## src/rtl/cpu_ir_sequencer_if.sv

```systemverilog
// Instruction memory read bus between the fetch sequencer (master) and memory (slave).
interface cpu_ir_sequencer_if #(
    parameter int unsigned PC_W = 16
);
    logic            mem_req;
    logic [PC_W-1:0] mem_addr;
    logic [15:0]     mem_data;
    logic            mem_valid;

    modport master (
        output mem_req,
        output mem_addr,
        input  mem_data,
        input  mem_valid
    );

    modport slave (
        input  mem_req,
        input  mem_addr,
        output mem_data,
        output mem_valid
    );
endinterface

```

## src/rtl/cpu_ir_sequencer.sv

```systemverilog
// Fetch/execute sequencer: owns PC, IR and the micro-step bit, and advances them
// from the decoder's PS / IR_L / NS outputs.
module cpu_ir_sequencer #(
    parameter int unsigned     PC_W     = 16,
    parameter logic [PC_W-1:0] RESET_PC = '0
) (
    input  logic                  clk,
    input  logic                  reset_n,
    cpu_ir_sequencer_if.master    mem,
    output logic [15:0]           IR,
    output logic                  State,
    input  logic [1:0]            PS,
    input  logic                  IR_L,
    input  logic                  NS,
    input  logic [PC_W-1:0]       br_target,
    input  logic                  stall,
    output logic                  exec_en,
    output logic [15:0]           inst_cnt
);

    typedef enum logic [1:0] {
        ST_RST,
        ST_FETCH,
        ST_EXEC
    } fsm_e;

    fsm_e            fsm_q;
    logic [PC_W-1:0] pc_q;
    logic [PC_W-1:0] pc_d;
    logic [PC_W-1:0] rel_off;
    logic [15:0]     ir_q;
    logic            step_q;
    logic [15:0]     cnt_q;

    // Relative branches are taken from the current PC, not PC+1.
    assign rel_off = PC_W'($signed(ir_q[7:0]));

    always_comb begin
        pc_d = pc_q;
        unique case (PS)
            2'b00: pc_d = pc_q;
            2'b01: pc_d = pc_q + PC_W'(1);
            2'b10: pc_d = pc_q + rel_off;
            2'b11: pc_d = br_target;
            default: pc_d = pc_q;
        endcase
    end

    always_ff @(posedge clk or negedge reset_n) begin
        if (!reset_n) begin
            fsm_q  <= ST_RST;
            pc_q   <= RESET_PC;
            ir_q   <= '0;
            step_q <= 1'b0;
            cnt_q  <= '0;
        end else begin
            unique case (fsm_q)
                ST_RST: begin
                    fsm_q <= ST_FETCH;
                end
                ST_FETCH: begin
                    if (mem.mem_valid) begin
                        ir_q   <= mem.mem_data;
                        step_q <= 1'b0;
                        fsm_q  <= ST_EXEC;
                    end
                end
                ST_EXEC: begin
                    if (!stall) begin
                        pc_q   <= pc_d;
                        step_q <= NS;
                        if (IR_L) begin
                            fsm_q <= ST_FETCH;
                            cnt_q <= cnt_q + 16'd1;
                        end
                    end
                end
                default: begin
                    fsm_q <= ST_RST;
                end
            endcase
        end
    end

    assign mem.mem_req  = (fsm_q == ST_FETCH);
    assign mem.mem_addr = pc_q;
    assign exec_en      = (fsm_q == ST_EXEC) & ~stall;
    assign IR           = ir_q;
    assign State        = step_q;
    assign inst_cnt     = cnt_q;

endmodule

```

## src/flat_wrapper.sv

```systemverilog
// flat-port wrapper written by rule: the top's interface ports become plain ports
module cpu_ir_sequencer_flat 
#(
    parameter int unsigned     PC_W     = 16,
    parameter logic [PC_W-1:0] RESET_PC = '0
)
  (clk, reset_n, IR, State, PS, IR_L, NS, br_target, stall, exec_en, inst_cnt, mem_mem_req, mem_mem_addr, mem_mem_data, mem_mem_valid);
  cpu_ir_sequencer_if #(.PC_W(PC_W)) mem_i ();
  input  logic clk;
  input  logic reset_n;
  output logic [15:0] IR;
  output logic State;
  input  logic [1:0] PS;
  input  logic IR_L;
  input  logic NS;
  input  logic [PC_W-1:0] br_target;
  input  logic stall;
  output logic exec_en;
  output logic [15:0] inst_cnt;
  output wire logic [$bits(mem_i.mem_req)-1:0] mem_mem_req;
  output wire logic [$bits(mem_i.mem_addr)-1:0] mem_mem_addr;
  input wire logic [$bits(mem_i.mem_data)-1:0] mem_mem_data;
  input wire logic [$bits(mem_i.mem_valid)-1:0] mem_mem_valid;
  assign mem_mem_req = mem_i.mem_req;
  assign mem_mem_addr = mem_i.mem_addr;
  assign mem_i.mem_data = mem_mem_data;
  assign mem_i.mem_valid = mem_mem_valid;
  cpu_ir_sequencer #(.PC_W(PC_W), .RESET_PC(RESET_PC)) u_core (.clk(clk), .reset_n(reset_n), .mem(mem_i), .IR(IR), .State(State), .PS(PS), .IR_L(IR_L), .NS(NS), .br_target(br_target), .stall(stall), .exec_en(exec_en), .inst_cnt(inst_cnt));
endmodule
```

## config.mk

```make
export PLATFORM = sky130hd
export DESIGN_NAME = cpu_ir_sequencer_flat
export DESIGN_NICKNAME = d
export VERILOG_FILES = /design/src/rtl/cpu_ir_sequencer_if.sv /design/src/rtl/cpu_ir_sequencer.sv /design/src/flat_wrapper.sv
export SDC_FILE = /design/constraint.sdc
export NUM_CORES = 1
export LEC_CHECK = 0
export CORE_MARGIN = 10
export CORE_UTILIZATION = 47
export DETAILED_ROUTE_END_ITERATION = 8
export GPL_TIMING_DRIVEN = 0
export PLACE_DENSITY_LB_ADDON = 0.3
export SYNTH_ARGS = -nofsm -noshare
export SYNTH_HDL_FRONTEND = slang
export SYNTH_SLANG_ARGS = --single-unit
```

## constraint.sdc

```tcl
create_clock -name clk -period 2.7 [get_ports clk]
set_input_delay 0.54 -clock clk [delete_from_list [all_inputs] [get_ports clk]]
set_output_delay 0.54 -clock clk [all_outputs]
set_load 0.02 [all_outputs]
```

# [Word-level counts from Yosys, hierarchy flattened]
# Cells that the tools add are included.
[op_classes] addsub=3 n_mul=0 div=0 magnitude_cmp=0 eq_ne=8 n_shift=0 mux=8 n_bitwise=3 n_reduce_logical=8
[ops] op="case mux 16 bit (3 select lines)" count=1
[ops] op="adder 16 x 1 -> 16 bit, second input constant" count=2
[ops] op="adder 16 bit" count=1
[ops] op="AND reduction 3 bit" count=4
[ops] op="== test 2 bit, second input constant" count=3
[ops] op="two-way mux 2 bit" count=3
[ops] op="case mux 2 bit (3 select lines)" count=1
[ops] op="== test 2 x 1 -> 1 bit, second input constant" count=2
[ops] op="zero test 2 bit" count=2
[ops] op="!= test 2 bit, second input constant" count=2
[ops] op="two-way mux 1 bit" count=2
[ops] op="!= test 2 x 1 -> 1 bit, second input constant" count=1
[ops] op="NOT 1 bit" count=2
[ops] op="case mux 1 bit (2 select lines)" count=1
[ops] op="AND reduction 2 bit" count=1
[ops] op="nonzero test 2 bit" count=1
[ops] op="AND 1 bit" count=1
[word_totals] ff_bits=51 latch_bits=0 ram_bits=0 rom_bits=0 inputBits=40 output_inout_bits=51 wordCells=35 memories=0

# [Logic depth before layout (Yosys ltp)]
# Gate-level depths: netlist of the first run.
[logic_depth] word_depth=3 ltp_mapped=11 ltp_nobuf=10

# [Worst setup path after synthesis of the first run]
# No wires, ideal clock.
[synth_timing] path_kind="input-to-reg" start="input port PS[1]" end="register u_core.pc_q[10], in the netlist u_core.mem.mem_addr[10]" setup_time_ns=0.137 arrival_time_ns=2.868 required_ns=2.563 slack_ns=-0.306 path_stages=11 n_path_buf=1 path_cell_list="buf_2 > nor2b_1 > nand2b_1 > ha_1 > fa_1 > a21o_1 > a31o_2 > a31oi_2 > mux2i_1 > a21oi_1 > a2bb2oi_1"
[synth_between] elab_chain_cells=3 word_cells_on_any_way=7 cone_classes="eq/ne (3); mux (1); bitwise (1); reduce/logical (2)"
[synth_rtl] element="start, declared" line_no="flat_wrapper.sv:13" rtl="input logic [1:0] PS;"
[synth_rtl] element="parallel branches: the longest is 3 deep, another holds case mux 16 bit (3 select lines)"
[synth_rtl] element="end signal, assigned" line_no="cpu_ir_sequencer.sv:70" rtl="pc_q <= pc_d;"
[synth_rtl] element="end, declared" line_no="cpu_ir_sequencer.sv:28" rtl="logic [PC_W-1:0] pc_q;"
# Several ways; the timed one is not identified.
# A chain may end at the register's enable or synchronous reset.

# [Worst setup path in the final report of the first run]
[layout_timing] start="input port PS[0]" end="register u_core.pc_q[12], in the netlist u_core.mem.mem_addr[12]"
# The elaborated chain is that of the path after synthesis.

==> results of run 1 <==
==> layout make-up <==
type	count	area, µm²
plain buffers	16	110
repair buffers	90	902
clock inverters	3	47.5
well taps	75	93.8
flip-flops and latches	51	1280
inverters	5	18.8
clock buffers	5	68.8
multi-input cells	227	1630
fillers	477	1880
==> metal layers <==
metal	global-route usage	wire length [µm]	vias up
met5	0	0	-
met4	0.0562	87	0
met3	0.0512	698	7
met2	0.269	3870	106
met1	0.200	3470	1256
li1	-	-	1275
==> per-stage QoR <==
step                power (mW)  setup slack, ns
floorplan                 2.53           0.0125
global placement          3.34           -0.474
detailed placement        3.40           -0.301
CTS                       3.98           0.0376
global route              4.22          -0.0128
finish                    3.96            0.107
==> synth_stat cells (6+ instances only) <==
library cell  number
nand4_1            7
ha_1               8
and2_1            11
a31oi_1            8
mux2i_1            8
mux2_2            17
a21oi_1           15
xnor2_1           15
dfrtp_1           51
nand2_1           34
o21ai_0           12
a2bb2oi_1          7
xor2_1             7
nand3_1            8
nor2_1            14
o22ai_1            6
clkbuf_1           6
==> registers in the layout, indices dropped and copies added, names as in the netlist <==
register / count
u_core.State: 1
u_core.inst_cnt: 16
u_core.fsm_q: 2
u_core.mem.mem_addr: 16
u_core.IR: 16
==> path summary, 6_finish.rpt <==
check	start	end	cells past startpoint
min reg2reg	u_core.inst_cnt[15]	u_core.inst_cnt[15]	1
max reg2reg	u_core.IR[0]	u_core.mem.mem_addr[12]	9
min	reset_n	u_core.mem.mem_addr[8]	1
max	PS[0]	u_core.mem.mem_addr[12]	11
min in group clk	u_core.inst_cnt[15]	u_core.inst_cnt[15]	1
max in group asynchronous	reset_n	u_core.mem.mem_addr[3]	2
==> timing repair <==
item / CTS / global route
buffers inserted: 0 / 1
cloned: 0 / 1
pin swaps: 0 / 4
endpoints found under the setup margin: 1 / 5
resized for setup: 1 / 8
hold buffers: 0 / 0
==> where the power goes <==
group          leakage, nW  switching [mW]  internal, mW  total (mW)
logic                 1.07            1.08          1.05        2.13
clock network       0.0587           0.281         0.282       0.562
registers            0.633           0.236          1.03        1.27
total                 1.76            1.60          2.36        3.96
==> kinds of logic after synthesis <==
| logic type | share of synthesized area |
|---|---|
| and+or+nand+nor | 0.185 |
| muxes | 0.0913 |
| adders and majority gates | 0.0404 |
| xor gates and xnor gates | 0.0648 |
| buffers and inverters | 0.0404 |
| AOI/OAI and AO/OA | 0.149 |
| DFF | 0.429 |
==> impl_metrics.json, run 1 <==
{
  "synth_top_area_frac": 0.429,
  "whs_ns": 0.214,
  "cts-buffers-inserted": 5,
  "hpwl_um": 6220,
  "h-tree-depth": 2,
  "hold_path_class": "input pin to asynchronous set/reset pin",
  "maxSlewViolCount": 0,
  "drv_cap": 0,
  "insertion_delay_ns": 0.31,
  "yosys.area.top_type": "dfrtp_1",
  "p_leak_nw": 1.76,
  "path_buf_inv": 1,
  "grt_overflow": 0,
  "fin_nets": 445,
  "cts-root-buf": "clkbuf_8",
  "finalWirelength_um": 8130,
  "worstPathCellList": "buf_4, nor2b_4, nand2b_1, ha_2, fa_2, a21o_1, a31o_2, a31oi_4, mux2i_2, a21oi_2, a2bb2oi_2",
  "wl_per_cell_um": 17.2,
  "cp.arrival_ns": 2.79,
  "max_slew_margin": 0.492,
  "ys_seq_elements": 51,
  "synthTopCellsByArea": "dfrtp_1 43%, mux2_2 6.4%, xnor2_1 4.4%",
  "worstMarginPinSlew_ns": 0.757,
  "grt_first_pass_wirelength_um": 13600,
  "ys_seq_area_frac": 0.429,
  "n_antenna_cell": 0,
  "ios": 91,
  "synth-edff-count": 0,
  "power.density_nw_per_um2": 955,
  "grtUsageTotal": 0.164,
  "ys_types": 54,
  "synthFlopType": "dfrtp_1",
  "die_area_um2": 9910,
  "finClkSkew_ns": 0.0106,
  "fmax_ghz": 0.386,
  "rows": 28,
  "clkSinkCount": 51,
  "initial_core_util": 0.494,
  "vias": 2644,
  "drc_errors": 0,
  "syn_area_per_cell_um2": 9.98,
  "hold_viol": 0,
  "setup_tns_ns": 0,
  "setup_viol": 0,
  "syn_nets": 347,
  "final_common_cell": "clkdlybuf4s50_1",
  "drtPass1Iterations": 5,
  "critPathMaxFanout": 9,
  "cp-end-kind": "flop",
  "synth_area_um2": 2980,
  "grt_max_degree": 28,
  "worst_ep_required_time_ns": 2.89,
  "drt_first_iter_violations": 122,
  "cts_tree": "yes",
  "vdd_drop_max_uv": 559,
  "layout_min_cycle_time_ns": 2.59,
  "status": "finished, final reports clean",
  "crit_type": "input pin to flop",
  "clkTransAtPathRegs_ns": 0.11,
  "viasPerCell": 5.60,
  "drive_gt1_frac": 0.141,
  "portBuffers": 88,
  "grt_pass1_vias": 2764,
  "critPathMaxStageDelay_ns": 0.35,
  "dpl_cell_area_um2": 3990,
  "crit_family": "compound AO/OA/AOI/OAI gates",
  "start_kind": "input pin",
  "finalNonFillerCells": 472,
  "async_flop_share": 1.00,
  "cts_buffer_depth": 2,
  "dp_cells": 462,
  "antenna_left": 0,
  "gp_congestion": 0.897,
  "core_area_um2": 6030,
  "fin_util": 0.688,
  "period_share": 0.960,
  "rrSetupSlack_ns": 0.23,
  "area_growth_pct": 39.4,
  "layout_common_cells": "86 x clkdlybuf4s50_1, 51 x dfrtp_1, 34 x nand2_1",
  "die_h_um": 99.6,
  "die_x_um": 99.6,
  "ys_warn_count": 0,
  "antenna_found_initial": 0,
  "fin_area_um2": 4150,
  "slowest_stage": "fa_2",
  "netlist_instances": 298
}
(Power assumes the default switching activity.)
==> run 2, diff against run 1 <==
--- a/config.mk
+++ b/config.mk
@@ -5,6 +5,7 @@
 export SDC_FILE = /design/constraint.sdc
 export NUM_CORES = 1
 export LEC_CHECK = 0
+export CORE_ASPECT_RATIO = 0.5
 export CORE_MARGIN = 10
 export CORE_UTILIZATION = 47
 export DETAILED_ROUTE_END_ITERATION = 8
==> impl_metrics.json, run 2 (synthesis results as in run 1) <==
{
  "status": "finished, final reports clean",
  "clkSinkCount": 51,
  "grt_max_degree": 42,
  "worst_ep_required_time_ns": 2.86,
  "layout_min_cycle_time_ns": 2.59,
  "rows": 20,
  "period_share": 0.958,
  "setup_tns_ns": 0,
  "die_h_um": 76.3,
  "finClkSkew_ns": 0.00693,
  "grtUsageTotal": 0.164,
  "p_leak_nw": 1.79,
  "rr_worst_depth": 9,
  "initial_core_util": 0.487,
  "drive_gt1_frac": 0.145,
  "setup_viol": 0,
  "cts_buffer_depth": 2,
  "grt_first_pass_wirelength_um": 14000,
  "n_antenna_cell": 0,
  "cp.arrival_ns": 2.75,
  "cts-buffers-inserted": 5,
  "clkTransAtPathRegs_ns": 0.07,
  "max_slew_margin": 0.511,
  "cts_hold_buffers": 0,
  "hold_viol": 0,
  "worstMarginPinSlew_ns": 0.728,
  "wl_per_cell_um": 17.1,
  "drc_errors": 0,
  "finalNonFillerCells": 488,
  "fin_nets": 448,
  "layout_common_cells": "86 x clkdlybuf4s50_1, 51 x dfrtp_1, 34 x nand2_1",
  "insertion_delay_ns": 0.29,
  "drtPass1Iterations": 4,
  "drv_cap": 0,
  "crit_type": "input pin to flop",
  "fmax_ghz": 0.386,
  "ios": 91,
  "rrSetupSlack_ns": 0.24,
  "drt_first_iter_violations": 273,
  "portBuffers": 88,
  "core_area_um2": 6110,
  "maxSlewViolCount": 0,
  "start_kind": "input pin",
  "area_growth_pct": 41.7,
  "finalWirelength_um": 8340,
  "die_x_um": 133,
  "cts_tree": "yes",
  "gp_congestion": 0.935,
  "vias": 2656,
  "grt_overflow": 0,
  "antenna_left": 0,
  "antenna_found_initial": 0,
  "cts-root-buf": "clkbuf_16",
  "viasPerCell": 5.44,
  "hold_path_class": "input pin to asynchronous set/reset pin",
  "power.density_nw_per_um2": 975,
  "h-tree-depth": 2,
  "hpwl_um": 6270,
  "grt_pass1_vias": 2736,
  "rsz0062_at_grt": "false",
  "final_common_cell": "clkdlybuf4s50_1",
  "vdd_drop_max_uv": 385,
  "die_area_um2": 10100,
  "cp-end-kind": "flop",
  "dp_cells": 475,
  "critPathMaxFanout": 8
}
[run 2: cell type report]
class                           count  area, µm²
Clock buffer                        5        125
Fill cell                         486       1890
Multi-Input combinational cell    226       1620
Buffer                             16        110
Tap cell                           88        110
Sequential cell                    51       1280
Timing Repair Buffer               94        932
Inverter                            5       18.8
Clock inverter                      3       27.5
[run 2: per-layer routing]
layer	vias up	track usage	routed length, µm
met4	0	0.0360	59
li1	1284	-	-
met3	7	0.0566	584
met2	72	0.284	4290
met1	1293	0.193	3410
met5	-	0	0
[run 2: per-stage QoR]
step	setup WS, ns	hold WS, ns	total power [mW]	util	instance area, µm²
after floorplan	0.0125	0.244	2.53	-	3000
after CTS	0.0468	0.123	4.09	0.680	4150
after detailed placement	-0.254	0.451	3.40	0.656	4000
final	0.112	0.115	4.11	0.691	4220
after global routing	0.00142	0.130	4.40	0.691	4220
after global placement	-0.412	0.465	3.33	0.653	3990
[run 2: timing repair]
action | CTS | global route
buffers inserted | 0 | 5
gates cloned | 0 | 0
gates resized for setup | 1 | 7
pin swaps | 0 | 6
endpoints found under the setup margin | 1 | 4
[run 2: power breakdown]
group          leakage [nW]  internal (mW)  switching, mW
Clock                0.0723          0.354          0.312
Sequential            0.633           1.03          0.248
Combinational          1.08           1.07           1.10
Total                  1.79           2.45           1.66
[run 2: worst max-delay path, cell delays in order]
cell and delay, ns:
buf_4 0.15, nor2b_4 0.20, nand2b_1 0.09, ha_2 0.19, fa_2 0.36, a21o_1 0.20, a31o_2 0.22, a31oi_4 0.26
mux2i_2 0.28, a21oi_1 0.10, a2bb2oi_1 0.17
[run 2: path summary, 6_finish.rpt]
| check | start | to |
|---|---|---|
| min in group clk | u_core.inst_cnt[15] | u_core.inst_cnt[15] |
| max in group asynchronous | reset_n | u_core.inst_cnt[9] |
| worst max register to register | u_core.IR[0] | u_core.mem.mem_addr[10] |
| worst max-delay path | PS[0] | u_core.mem.mem_addr[10] |
| worst min register to register | u_core.inst_cnt[15] | u_core.inst_cnt[15] |
| worst min-delay path | reset_n | u_core.mem.mem_addr[13] |
==> run 3, diff against run 2 <==
--- a/config.mk
+++ b/config.mk
@@ -11,6 +11,7 @@
 export DETAILED_ROUTE_END_ITERATION = 8
 export GPL_TIMING_DRIVEN = 0
 export PLACE_DENSITY_LB_ADDON = 0.3
+export REMOVE_ABC_BUFFERS = 1
 export SYNTH_ARGS = -nofsm -noshare
 export SYNTH_HDL_FRONTEND = slang
 export SYNTH_SLANG_ARGS = --single-unit
==> impl_metrics.json, run 3 (synthesis results as in run 1) <==
{
  "rsz0062_at_grt": "false",
  "worst_ep_required_time_ns": 2.83,
  "insertion_delay_ns": 0.29,
  "power.density_nw_per_um2": 969,
  "grt_max_degree": 29,
  "clkSinkCount": 51,
  "clkTransAtPathRegs_ns": 0.07,
  "layout_min_cycle_time_ns": 2.60,
  "antenna_found_initial": 0,
  "grtUsageTotal": 0.158,
  "fin_nets": 430,
  "finClkSkew_ns": 0.00718,
  "cp.arrival_ns": 2.73,
  "cts-root-buf": "clkbuf_16",
  "drv_cap": 0,
  "cts_hold_buffers": 0,
  "worstPathCellList": "buf_4, nor2b_4, nand2b_1, ha_2, fa_2, a21o_1, a31o_4, a31oi_4, mux2i_1, a21oi_1, a2bb2oi_1",
  "slowest_stage": "fa_2",
  "start_kind": "input pin",
  "setup_tns_ns": 0,
  "drtPass1Iterations": 4,
  "cts_tree": "yes",
  "max_slew_margin": 0.123,
  "drive_gt1_frac": 0.126,
  "path_buf_inv": 1,
  "hpwl_um": 6010,
  "hold_path_class": "input pin to asynchronous set/reset pin",
  "rr_worst_depth": 9,
  "final_common_cell": "clkdlybuf4s50_1",
  "reg2reg_from": "u_core.IR[0]",
  "grt_first_pass_wirelength_um": 13300,
  "n_antenna_cell": 0,
  "layout_common_cells": "86 x clkdlybuf4s50_1, 51 x dfrtp_1, 34 x nand2_1",
  "reg2reg_to": "u_core.mem.mem_addr[10]",
  "antenna_left": 0,
  "gp_congestion": 0.812,
  "hold_viol": 0,
  "rows": 20,
  "initial_core_util": 0.487,
  "crit_type": "input pin to flop",
  "drt_first_iter_violations": 182,
  "worstMarginPinSlew_ns": 1.31,
  "vdd_drop_max_uv": 633,
  "vias": 2604,
  "finalWirelength_um": 8150,
  "die_h_um": 76.3,
  "fin_area_um2": 4100,
  "ios": 91,
  "p_leak_nw": 1.71,
  "die_area_um2": 10100,
  "critPathMaxStageDelay_ns": 0.37,
  "cts_buffer_depth": 2,
  "fmax_ghz": 0.384,
  "rrSetupSlack_ns": 0.17,
  "crit_family": "compound AO/OA/AOI/OAI gates",
  "cts-buffers-inserted": 5,
  "grt_overflow": 0,
  "grt_pass1_vias": 2586,
  "dpl_cell_area_um2": 3900,
  "period_share": 0.964,
  "cp-end-kind": "flop",
  "drc_errors": 0,
  "status": "finished, final reports clean",
  "critPathMaxFanout": 8,
  "portBuffers": 90,
  "wl_per_cell_um": 17.3,
  "viasPerCell": 5.54,
  "die_x_um": 133,
  "setup_viol": 0,
  "h-tree-depth": 2,
  "area_growth_pct": 37.6,
  "core_area_um2": 6110,
  "maxSlewViolCount": 0
}
## run 3: changes by cell type in the layout (fill, tap and decap cells not counted), moves of 2 or more
cell / previous run / this run
buf_6: 3 / 1
clkinv_4: 0 / 2
clkbuf_1: 6 / 1
buf_4: 7 / 1
## run 3: repair_timing
action	CTS	global route
hold endpoints to repair	0	0
buffers inserted	1	0
resized for setup	16	9
endpoints found under the setup margin	15	8
pin swaps	2	6
## run 3: cell type report
type | instances | area [µm²]
fillers | 492 | 2010
multi-input cells | 226 | 1630
flip-flops and latches | 51 | 1280
repair buffers | 92 | 918
clock buffers | 6 | 129
well taps | 88 | 110
inverters | 5 | 18.8
clock inverters | 2 | 17.5
## run 3: per-layer routing
metal	GRT usage	routed length, µm	vias up
li1	-	-	1247
met1	0.177	3380	1268
met2	0.286	4180	75
met3	0.0454	464	14
met4	0.0437	119	0
met5	0	0	-
## run 3: worst register-to-register path, delay by kind of cell, from the launching register on
| kind | cells | cell delay (ns) |
|---|---|---|
| flops | 1 | 0.39 |
| fa+ha+maj | 2 | 0.56 |
| simple gates | 1 | 0.15 |
| compound gates | 5 | 1.00 |
| mux | 1 | 0.27 |
## run 3: where the power goes
group / leakage [nW] / internal, mW / switching, mW
sequential: 0.633 / 1.03 / 0.336
combinational: 1.01 / 0.982 / 0.973
clock: 0.0710 / 0.348 / 0.294
## run 3: through the flow
stage / cells / worst slack [ns] / hold slack, ns / util / total power [mW]
global placement: 460 / -1.31 / 0.470 / 0.636 / 3.23
finish: 470 / 0.0972 / 0.239 / 0.671 / 3.97
global route: 470 / 0.00579 / 0.279 / 0.671 / 4.22
detailed placement: 461 / -1.36 / 0.465 / 0.639 / 3.31
floorplan: 282 / -0.156 / 0.244 / - / 2.43
CTS: 470 / 0.0140 / 0.243 / 0.666 / 3.98
## run 3: worst max-delay path by stage
stage	from	endpoint	slack, ns	cells after the start
floorplan	PS[1]	u_core.mem.mem_addr[10]	-0.16	10
detailed placement	PS[1]	u_core.mem.mem_addr[12]	-1.36	11
global placement	PS[1]	u_core.mem.mem_addr[12]	-1.31	11
global route	PS[1]	u_core.mem.mem_addr[12]	0.006	11
CTS	PS[1]	u_core.mem.mem_addr[12]	0.01	11
finish	PS[1]	u_core.mem.mem_addr[10]	0.1	11
